`src/rtl/csa_ctrl_pkg.sv`:
```
// Shared definitions for the sequential carry-select adder controller:
// FSM state encoding and a constant clog2 helper for sizing counters.
package csa_ctrl_pkg;

  localparam logic [1:0] IDLE = 2'd0;
  localparam logic [1:0] RUN  = 2'd1;
  localparam logic [1:0] DONE = 2'd2;

  // Never returns less than 1 so that a single-slice counter still has a bit.
  function automatic int clog2(input int value);
    int r;
    r = 0;
    while ((1 << r) < value) r++;
    return (r < 1) ? 1 : r;
  endfunction

endpackage

```
`src/rtl/csa_seq_adder_if.sv`:
```
// Operand/result handshake bundle between a requester and the sequential adder.
interface csa_seq_adder_if #(parameter int W = 32);

  logic         in_valid;
  logic         in_ready;
  logic [W-1:0] a;
  logic [W-1:0] b;
  logic         ci;
  logic         out_valid;
  logic         out_ready;
  logic [W-1:0] sum;
  logic         co;
  logic         busy;

  modport master (
    output in_valid, a, b, ci, out_ready,
    input  in_ready, out_valid, sum, co, busy
  );

  modport slave (
    input  in_valid, a, b, ci, out_ready,
    output in_ready, out_valid, sum, co, busy
  );

endinterface

```
`src/rtl/CSA.sv`:
```
// N-bit carry-select adder slice: the low half ripples, the high half is
// precomputed for both carries and selected by the low-half carry-out.
module CSA #(
  parameter int N = 8
) (
  input  logic [N-1:0] a,
  input  logic [N-1:0] b,
  input  logic         ci,
  output logic [N-1:0] sum,
  output logic         co
);

  if (N == 1) begin : g_bit
    logic [1:0] total;
    assign total = {1'b0, a} + {1'b0, b} + {1'b0, ci};
    assign sum   = total[0];
    assign co    = total[1];
  end else begin : g_select
    localparam int L = N / 2;
    localparam int H = N - L;

    logic [L:0] lo;
    logic [H:0] hi0;
    logic [H:0] hi1;

    assign lo  = {1'b0, a[L-1:0]} + {1'b0, b[L-1:0]} + (L+1)'(ci);
    assign hi0 = {1'b0, a[N-1:L]} + {1'b0, b[N-1:L]};
    assign hi1 = {1'b0, a[N-1:L]} + {1'b0, b[N-1:L]} + (H+1)'(1);
    assign sum = {(lo[L] ? hi1[H-1:0] : hi0[H-1:0]), lo[L-1:0]};
    assign co  = lo[L] ? hi1[H] : hi0[H];
  end

endmodule

```
`src/rtl/csa_seq_adder.sv`:
```
// Multi-cycle W-bit adder that time-shares one N-bit CSA slice, processing
// the least-significant slice first and carrying between slices in a flop.
module csa_seq_adder
  import csa_ctrl_pkg::*;
#(
  parameter int W = 32,
  parameter int N = 8
) (
  input  logic            clk,
  input  logic            reset_n,
  csa_seq_adder_if.slave  bus
);

  localparam int S  = (N < 1) ? 1 : W / N;
  localparam int CW = clog2(S);

  if ((N < 1) || ((W % N) != 0)) begin : g_param_err
    $error("csa_seq_adder: W must be a positive multiple of N");
  end

  logic [1:0]    state_q, state_d;
  logic [W-1:0]  a_q, a_d;
  logic [W-1:0]  b_q, b_d;
  logic [W-1:0]  sum_q, sum_d;
  logic          carry_q, carry_d;
  logic          co_q, co_d;
  logic [CW-1:0] cnt_q, cnt_d;

  logic [N-1:0]  slice_sum;
  logic          slice_co;
  logic [W-1:0]  full_sum;
  logic          last_slice;

  CSA #(.N(N)) u_csa (
    .a   (a_q[N-1:0]),
    .b   (b_q[N-1:0]),
    .ci  (carry_q),
    .sum (slice_sum),
    .co  (slice_co)
  );

  // Completed slices collect in part_q; the current slice lands on top of it.
  if (S > 1) begin : g_part
    logic [W-N-1:0] part_q, part_d;

    assign full_sum = {slice_sum, part_q};

    always_comb begin
      part_d = part_q;
      if (state_q == RUN) part_d = full_sum[W-1:N];
    end

    always_ff @(posedge clk) begin
      if (!reset_n) part_q <= '0;
      else          part_q <= part_d;
    end
  end else begin : g_single
    assign full_sum = slice_sum;
  end

  assign last_slice = (cnt_q == CW'(S - 1));

  always_comb begin
    state_d = state_q;
    a_d     = a_q;
    b_d     = b_q;
    sum_d   = sum_q;
    carry_d = carry_q;
    co_d    = co_q;
    cnt_d   = cnt_q;
    case (state_q)
      IDLE: begin
        if (bus.in_valid) begin
          a_d     = bus.a;
          b_d     = bus.b;
          carry_d = bus.ci;
          cnt_d   = '0;
          state_d = RUN;
        end
      end
      RUN: begin
        a_d     = a_q >> N;
        b_d     = b_q >> N;
        carry_d = slice_co;
        cnt_d   = cnt_q + CW'(1);
        // The visible result only moves once, when the top slice completes.
        if (last_slice) begin
          sum_d   = full_sum;
          co_d    = slice_co;
          state_d = DONE;
        end
      end
      DONE: begin
        if (bus.out_ready) state_d = IDLE;
      end
      default: state_d = IDLE;
    endcase
  end

  always_ff @(posedge clk) begin
    if (!reset_n) begin
      state_q <= IDLE;
      a_q     <= '0;
      b_q     <= '0;
      sum_q   <= '0;
      carry_q <= 1'b0;
      co_q    <= 1'b0;
      cnt_q   <= '0;
    end else begin
      state_q <= state_d;
      a_q     <= a_d;
      b_q     <= b_d;
      sum_q   <= sum_d;
      carry_q <= carry_d;
      co_q    <= co_d;
      cnt_q   <= cnt_d;
    end
  end

  assign bus.in_ready  = (state_q == IDLE);
  assign bus.out_valid = (state_q == DONE);
  assign bus.busy      = (state_q != IDLE);
  assign bus.sum       = sum_q;
  assign bus.co        = co_q;

endmodule

```
`src/flat_wrapper.sv`:
```
// flat-port wrapper written by rule: the top's interface ports become plain ports
module csa_seq_adder_flat import csa_ctrl_pkg::*;
#(
  parameter int W = 32,
  parameter int N = 8
)
  (clk, reset_n, bus_in_valid, bus_a, bus_b, bus_ci, bus_out_ready, bus_in_ready, bus_out_valid, bus_sum, bus_co, bus_busy);
  csa_seq_adder_if #(.W(W)) bus_i ();
  input  logic clk;
  input  logic reset_n;
  input wire logic [$bits(bus_i.in_valid)-1:0] bus_in_valid;
  input wire logic [$bits(bus_i.a)-1:0] bus_a;
  input wire logic [$bits(bus_i.b)-1:0] bus_b;
  input wire logic [$bits(bus_i.ci)-1:0] bus_ci;
  input wire logic [$bits(bus_i.out_ready)-1:0] bus_out_ready;
  output wire logic [$bits(bus_i.in_ready)-1:0] bus_in_ready;
  output wire logic [$bits(bus_i.out_valid)-1:0] bus_out_valid;
  output wire logic [$bits(bus_i.sum)-1:0] bus_sum;
  output wire logic [$bits(bus_i.co)-1:0] bus_co;
  output wire logic [$bits(bus_i.busy)-1:0] bus_busy;
  assign bus_i.in_valid = bus_in_valid;
  assign bus_i.a = bus_a;
  assign bus_i.b = bus_b;
  assign bus_i.ci = bus_ci;
  assign bus_i.out_ready = bus_out_ready;
  assign bus_in_ready = bus_i.in_ready;
  assign bus_out_valid = bus_i.out_valid;
  assign bus_sum = bus_i.sum;
  assign bus_co = bus_i.co;
  assign bus_busy = bus_i.busy;
  csa_seq_adder #(.W(W), .N(N)) u_core (.clk(clk), .reset_n(reset_n), .bus(bus_i));
endmodule
```
`config.mk`:
```
export PLATFORM = sky130hd
export DESIGN_NAME = csa_seq_adder_flat
export DESIGN_NICKNAME = d
export VERILOG_FILES = /design/src/rtl/csa_ctrl_pkg.sv /design/src/rtl/csa_seq_adder_if.sv /design/src/rtl/CSA.sv /design/src/rtl/csa_seq_adder.sv /design/src/flat_wrapper.sv
export SDC_FILE = /design/constraint.sdc
export NUM_CORES = 1
export LEC_CHECK = 0
export CAP_MARGIN = 40
export CORE_MARGIN = 4
export CORE_UTILIZATION = 40
export DETAILED_ROUTE_END_ITERATION = 7
export PLACE_DENSITY = 0.68
export SLEW_MARGIN = 25
export SYNTH_ARGS = -nofsm -noshare
export SYNTH_HDL_FRONTEND = slang
export SYNTH_HIERARCHICAL = 1
export SYNTH_SLANG_ARGS = --single-unit
```
`constraint.sdc`:
```
create_clock -name clk -period 2.25 [get_ports clk]
set_input_delay 0.3375 -clock clk [delete_from_list [all_inputs] [get_ports clk]]
set_output_delay 0.3375 -clock clk [all_outputs]
set_load 0.01 [all_outputs]
```
==> metrics.md, run 1 <==
| Metric | Value |
|---|---|
| Post-route ant nets | `0` |
| Power per cell area | `874 nW/um^2` |
| Switch share | `0.227` |
| 1st-iter DRT viols | `324` |
| WL final | `12.1 mm` |
| Clock buffer count from CTS | `17` |
| Placed insts | `811` |
| Clk buf depth | `2` |
| Leakage | `2.53 nW` |
| Vias in the first global route | `4299` |
| Setup CP Type | `register to register` |
| Max Clk Rate | `449 MHz` |
| Number of synthesized flops with an enable pin | `0` |
| Rows | `40` |
| Total net switching power | `1.34 mW` |
| Starting density of the core | `0.410` |
| Fin Clk Skew | `0.0106 ns` |
| Min-Delay Path Class | `register to register` |
| Post-Synthesis Cells | `571` |
| Worst-path clk slew | `0.06 ns` |
| CTS tree | `done` |
| Initial antenna violation count | `0` |
| # DRC | `0` |
| Final Hold Viols | `0` |
| Seq/Total Area, Yosys | `0.510` |
| Worst Setup End Kind | `register` |
| Core Area | `12100 um^2` |
| Syn_area_per_cell | `8.66 um^2` |
| Die Width | `119 um` |
| Syn_nets | `652` |
| CP delay by family, top | `adder cells` |
| Startpoint Class | `register` |
| CP max-delay cell | `fa_2` |
| Sequential share of power | `0.414` |
| VDD IR-drop max | `497 uV` |
| Setup_tns | `0 ns` |
| Area Growth Syn to Fin | `36.8%` |
| Combinational Power Share | `0.115` |
| Post-Place Cell Area | `6070 um^2` |
| Final Non-Filler Cells | `846` |
| Routed via count | `4306` |
| Fin crit period | `2.23 ns` |
| Max-cap violations | `0` |
| Die ar. | `14200 um^2` |
| First-pass GRT wire length | `20.1 mm` |
| Synth warn | `6` |
| Post-synthesis cell area | `4950 um^2` |
| Critical path buffers and inverters | `2` |
| Internal power | `4.57 mW` |
| # port buffers | `104` |
| Largest net degree at the start of global routing | `51` |
| Multi-input gate area in the final layout | `2190 um^2` |
| GPL Wtd Cong | `0.750` |
| GR Overflow Total | `0` |
| Total Routing Usage GR | `0.175` |
| Max Fanout on Critical Path | `3` |
| Total power | `5.91 mW` |
| Async set-reset flop share out of synthesis | `0` |
| Layout cells sized above 1 | `0.100` |
| Sinks on Clock Net | `126` |
| Most used DFF post-synth | `dfxtp_1` |
| Die height | `119 um` |
| Drt pass-1 iters | `4` |
| WL per Instance | `14.3 um` |
| Fill count | `1110` |
| Final HPWL DP | `8.19 mm` |
| Max Slew Vio Count | `0` |
| Seq cells post-synth | `126` |
| Final setup fails | `0` |
| Slew at the pin closest to its max-slew limit | `0.635 ns` |
| Hold buffer count at cts | `0` |
| Worst path arrival time | `2.50 ns` |
| Final design utilization | `0.561` |
| Register area | `2530 um^2` |
| Finished Cell Area | `6770 um^2` |
| CP Data Required Time | `2.52 ns` |
| Root buffer cell | `clkbuf_16` |
| Clock Latency Late Sink | `0.42 ns` |
| Period utilisation layout | `0.990` |
| Unrepaired setup endpoints after global routing | `yes` |
| Critical path, cell by cell | `inv_2 -> fa_2 -> fa_2 -> nor2b_2 -> o21ai_2 -> buf_4 -> nand2_1 -> mux2_2 -> nand2_1 -> a21oi_1` |
| H-tree depth | `4` |
| Ports | `105` |
| Relative slew slack | `0.576` |
| Unique masters post-synth | `37` |
| Outcome | `finished clean` |
| Nets | `747` |
| Via density | `5.09` |
| ANT cells | `0` |
| Clk pwr share | `0.471` |
| Slowest stage delay, CP | `0.39 ns` |
-- logic make-up after synthesis --
logic type,count (synthesis),share of synthesized area
AND/OR/NAND/NOR,233,0.189
AO/OA/AOI/OAI,136,0.193
flip-flops,126,0.510
buffers and inverters,56,0.0567
adder cells (fa/ha/maj),12,0.0349
XOR/XNOR,7,0.0139
multiplexers,1,0.00228
-- synthesized netlist by cell type (2+ instances only) --
cell | n | area, um^2
dfxtp_1 | 126 | 2520
nand2_1 | 116 | 435
nor2_1 | 101 | 379
a21oi_1 | 63 | 315
o221ai_1 | 49 | 429
clkbuf_1 | 22 | 82.6
a22o_1 | 16 | 140
buf_2 | 14 | 70.1
inv_1 | 11 | 41.3
ha_1 | 9 | 113
buf_6 | 6 | 67.6
xnor2_1 | 4 | 35.0
fa_1 | 3 | 60.1
nor2b_1 | 3 | 18.8
a21o_1 | 2 | 15.0
buf_4 | 2 | 15.0
nand2b_1 | 2 | 12.5
nand3_1 | 2 | 10.0
xor2_1 | 2 | 17.5
-- repair_timing --
action,CTS,global route
gates resized for setup,6,9
setup buffers,2,2
endpoints found under the setup margin,4,6
pin swaps,6,8
-- metrics by stage --
| step | hold WS (ns) | worst slack [ns] |
|---|---|---|
| 2_1_floorplan | 0.432 | 0.0397 |
| 6_report | 0.453 | 0.0226 |
| 5_1_grt | 0.476 | -0.0685 |
| 4_1_cts | 0.449 | -0.0309 |
| 3_3_place_gp | 0.445 | -0.0464 |
| 3_5_place_dp | 0.450 | -0.156 |
-- final cells by class --
class	count	area share
Multi-Input combinational cell	389	0.324
Inverter	12	0.00666
Sequential cell	126	0.374
Clock inverter	6	0.0155
Clock buffer	25	0.0747
Tap cell	168	0.0311
Timing Repair Buffer	120	0.175
-- registers in the layout, summed over array words and instances (netlist names) --
register and flops:
u_core/bus.co 1, u_core/g_part.part_q 24, u_core/a_q 32, u_core/bus.sum 32, u_core/cnt_q 2, u_core/state_q 2
u_core/carry_q 1, u_core/b_q 32
-- layout by cell type (no fill, tap or decap), types with 2 or more instances in the layout --
master / count
a21o_1: 2
a21oi_1: 62
a22o_1: 16
buf_12: 2
buf_4: 14
bufinv_16: 3
clkbuf_1: 3
clkbuf_16: 17
clkbuf_8: 5
clkdlybuf4s50_1: 103
clkinv_2: 3
dfxtp_1: 122
dfxtp_2: 4
fa_2: 2
ha_1: 7
inv_1: 10
inv_2: 2
nand2_1: 115
nand3_1: 2
nor2_1: 101
nor2b_1: 2
o221ai_1: 49
xnor2_1: 4
xor2_1: 2
-- worst paths after layout --
check	start	endpoint	slack (ns)	cells after the start
worst max-delay path	u_core/carry_q	u_core/bus.sum[29]	0.02	10
worst max register to register	u_core/carry_q	u_core/bus.sum[29]	0.02	10
worst min register to register	u_core/bus.sum[13]	u_core/bus.sum[13]	0.45	2
worst min-delay path	u_core/bus.sum[13]	u_core/bus.sum[13]	0.45	2
-- power groups by stage --
stage	clock (mW)	sequential [mW]	combinational, mW
finish	2.78	2.45	0.679
detailed placement	0	2.49	0.640
global placement	0	2.48	0.625
floorplan	0	2.46	0.423
CTS	2.84	2.44	0.654
global route	2.93	2.46	0.755
-- routing by layer --
metal / vias to the layer above / share of wire / global-route usage
met2: 121 / 0.49 / 0.290
met3: 16 / 0.066 / 0.0594
met1: 2022 / 0.42 / 0.207
met5: - / 0 / 0
met4: 0 / 0.016 / 0.0724
li1: 2147 / - / -
-- tightest hold or removal path: stages, from the launching register on --
cell     delay [ns]
dfxtp_1        0.30
nand2_1        0.05
a21oi_1        0.05
(Power assumes the default switching activity.)
==> run 2: changes to the inputs <==
- CORE_MARGIN: 4 -> 2
==> metrics.md, run 2 (same netlist as run 1, synthesis figures left out) <==
| Metric | Value |
|---|---|
| Fill count | `1089 (was 1110)` |
| Min-Delay Path Class | `input pin to register (was register to register)` |
| R2R Setup Slk | `0.03 ns (was 0.02 ns)` |
| Clk buf depth | `2 (unchanged)` |
| Drt pass-1 iters | `4 (unchanged)` |
| Clock buffer count from CTS | `17 (unchanged)` |
| Via density | `5.08 (was 5.09)` |
| Worst-path clk slew | `0.06 ns (about the same)` |
| Worst path arrival time | `2.48 ns (was 2.50 ns)` |
| Area Growth Syn to Fin | `36.1% (was 36.8%)` |
| Vias in the first global route | `4215 (was 4299)` |
| Final Hold Viols | `0 (unchanged)` |
| CTS tree | `done (unchanged)` |
| VDD IR-drop max | `444 uV (was 497 uV)` |
| Leakage | `2.50 nW (was 2.53 nW)` |
| Register area | `2530 um^2 (unchanged)` |
| Hold wc startpoint | `reset_n (was u_core/bus.sum[13])` |
| Period utilisation layout | `0.987 (was 0.990)` |
| ANT cells | `0 (unchanged)` |
| Finished Cell Area | `6730 um^2 (was 6770 um^2)` |
| Hold Crit Endpoint | `u_core/state_q[0] (was u_core/bus.sum[13])` |
| Hold_ws | `0.291 ns (was 0.453 ns)` |
| Final setup fails | `0 (unchanged)` |
| First-pass GRT wire length | `19.4 mm (was 20.1 mm)` |
| Setup_tns | `0 ns (unchanged)` |
| Most common cell after layout, fill and taps aside | `dfxtp_1 (unchanged)` |
| Sinks on Clock Net | `126 (unchanged)` |
| Relative slew slack | `0.611 (was 0.576)` |
| 1st-iter DRT viols | `247 (was 324)` |
| Post-Place Cell Area | `6060 um^2 (was 6070 um^2)` |
| Ports | `105 (unchanged)` |
| CP Data Required Time | `2.51 ns (was 2.52 ns)` |
| Nets | `744 (was 747)` |
| Power per cell area | `852 nW/um^2 (was 874 nW/um^2)` |
| Final HPWL DP | `7.81 mm (was 8.19 mm)` |
| Die Width | `115 um (was 119 um)` |
| Multi-input gate area in the final layout | `2210 um^2 (was 2190 um^2)` |
| Fin crit period | `2.22 ns (was 2.23 ns)` |
| Critical R2R Launch | `u_core/a_q[0] (was u_core/carry_q)` |
| Post-route ant nets | `0 (unchanged)` |
| Rows | `40 (unchanged)` |
| Most frequent cells in the layout | `dfxtp_1, nand2_1, clkdlybuf4s50_1, nor2_1, a21oi_1 (unchanged)` |
| Layout cells sized above 1 | `0.108 (was 0.100)` |
| Fin Clk Skew | `0.0160 ns (was 0.0106 ns)` |
| # DRC | `0 (unchanged)` |
| H-tree depth | `4 (unchanged)` |
| Die ar. | `13300 um^2 (was 14200 um^2)` |
| Hold buffer count at cts | `0 (unchanged)` |
| Final Non-Filler Cells | `844 (was 846)` |
| Outcome | `finished clean (unchanged)` |
| WL per Instance | `14.0 um (was 14.3 um)` |
| Max Clk Rate | `450 MHz (was 449 MHz)` |
| GPL Wtd Cong | `0.782 (was 0.750)` |
| Largest net degree at the start of global routing | `58 (was 51)` |
| Root buffer cell | `clkbuf_16 (unchanged)` |
| Max Fanout on Critical Path | `3 (unchanged)` |
| Max Slew Vio Count | `0 (unchanged)` |
| Clock Latency Late Sink | `0.41 ns (was 0.42 ns)` |
| Max-cap violations | `0 (unchanged)` |
| Initial antenna violation count | `0 (unchanged)` |
| Total Routing Usage GR | `0.184 (was 0.175)` |
| Startpoint Class | `register (unchanged)` |
| Unrepaired setup endpoints after global routing | `yes (unchanged)` |
| # port buffers | `104 (unchanged)` |
| Routed via count | `4284 (was 4306)` |
| WL final | `11.8 mm (was 12.1 mm)` |
| Worst Setup End Kind | `register (unchanged)` |
| Reg-to-Reg End | `u_core/bus.sum[29] (unchanged)` |
| Die height | `115 um (was 119 um)` |
| Starting density of the core | `0.410 (unchanged)` |
| Hold path depth | `3 (was 2)` |
| Placed insts | `809 (was 811)` |
| Slew at the pin closest to its max-slew limit | `0.583 ns (was 0.635 ns)` |
| GR Overflow Total | `0 (unchanged)` |
| Setup CP Type | `register to register (unchanged)` |
| Core Area | `12100 um^2 (unchanged)` |
| Worst R2R Path Depth | `10 (unchanged)` |
run 2: cell count changes in the layout (fill, tap and decap cells not counted), sizes merged:
cell | previous run | this run
clkbuf | 25 | 17
clkinvlp | 0 | 2
inv | 12 | 19
buf | 17 | 14
clkinv | 3 | 5
bufinv | 3 | 1
run 2: worst max-delay path by stage:
stage / start / endpoint / slack [ns] / depth (start not counted)
2_1_floorplan: u_core/a_q[0] / u_core/carry_q / 0.04 / 9
3_3_place_gp: u_core/a_q[0] / u_core/carry_q / -0.04 / 9
3_5_place_dp: u_core/a_q[0] / u_core/carry_q / -0.17 / 9
4_1_cts: u_core/carry_q / u_core/carry_q / -0.06 / 9
5_1_grt: u_core/a_q[0] / u_core/carry_q / -0.06 / 9
6_report: u_core/a_q[0] / u_core/bus.sum[29] / 0.03 / 10
run 2: through the flow:
| stage | power (mW) | util | setup slack (ns) |
|---|---|---|---|
| 2_1_floorplan | 2.89 | - | 0.0397 |
| 3_3_place_gp | 3.10 | 0.502 | -0.0433 |
| 3_5_place_dp | 3.12 | 0.502 | -0.169 |
| 4_1_cts | 5.75 | 0.552 | -0.0633 |
| 5_1_grt | 5.98 | 0.558 | -0.0616 |
| 6_report | 5.74 | 0.558 | 0.0292 |
run 2: final cells by class:
cell class,instances,share of cell area
multi-input combinational,389,0.329
timing repair buffer,117,0.172
clock buffer,17,0.0632
inverter,12,0.00669
sequential,126,0.375
tap,168,0.0312
clock inverter,15,0.0225
run 2: metal layers:
| layer | vias to the layer above | track usage | share of wire |
|---|---|---|---|
| met4 | 0 | 0.0667 | 0.015 |
| met5 | - | 0 | 0 |
| met3 | 14 | 0.0501 | 0.054 |
| li1 | 2142 | - | - |
| met1 | 2018 | 0.220 | 0.43 |
| met2 | 110 | 0.320 | 0.51 |
run 2: what timing repair did:
item	in CTS	in global routing
buffers inserted	2	1
resized for setup	5	15
endpoints found under the setup margin	4	7
pin swaps	6	9
run 2: worst max-delay path: stages (launching register included):
cell	delay, ns
dfxtp_2	0.34
inv_1	0.06
fa_2	0.39
fa_2	0.35
nor2b_1	0.16
o21ai_2	0.09
buf_4	0.15
nand2_2	0.09
mux2_4	0.31
nand2_1	0.07
a21oi_1	0.06
run 2: power breakdown:
group / total [mW] / switching [mW] / internal [mW] / leakage (nW)
Combinational: 0.667 / 0.346 / 0.321 / 1.19
Clock: 2.63 / 1.07 / 1.55 / 0.279
Sequential: 2.45 / 0.0842 / 2.36 / 1.03
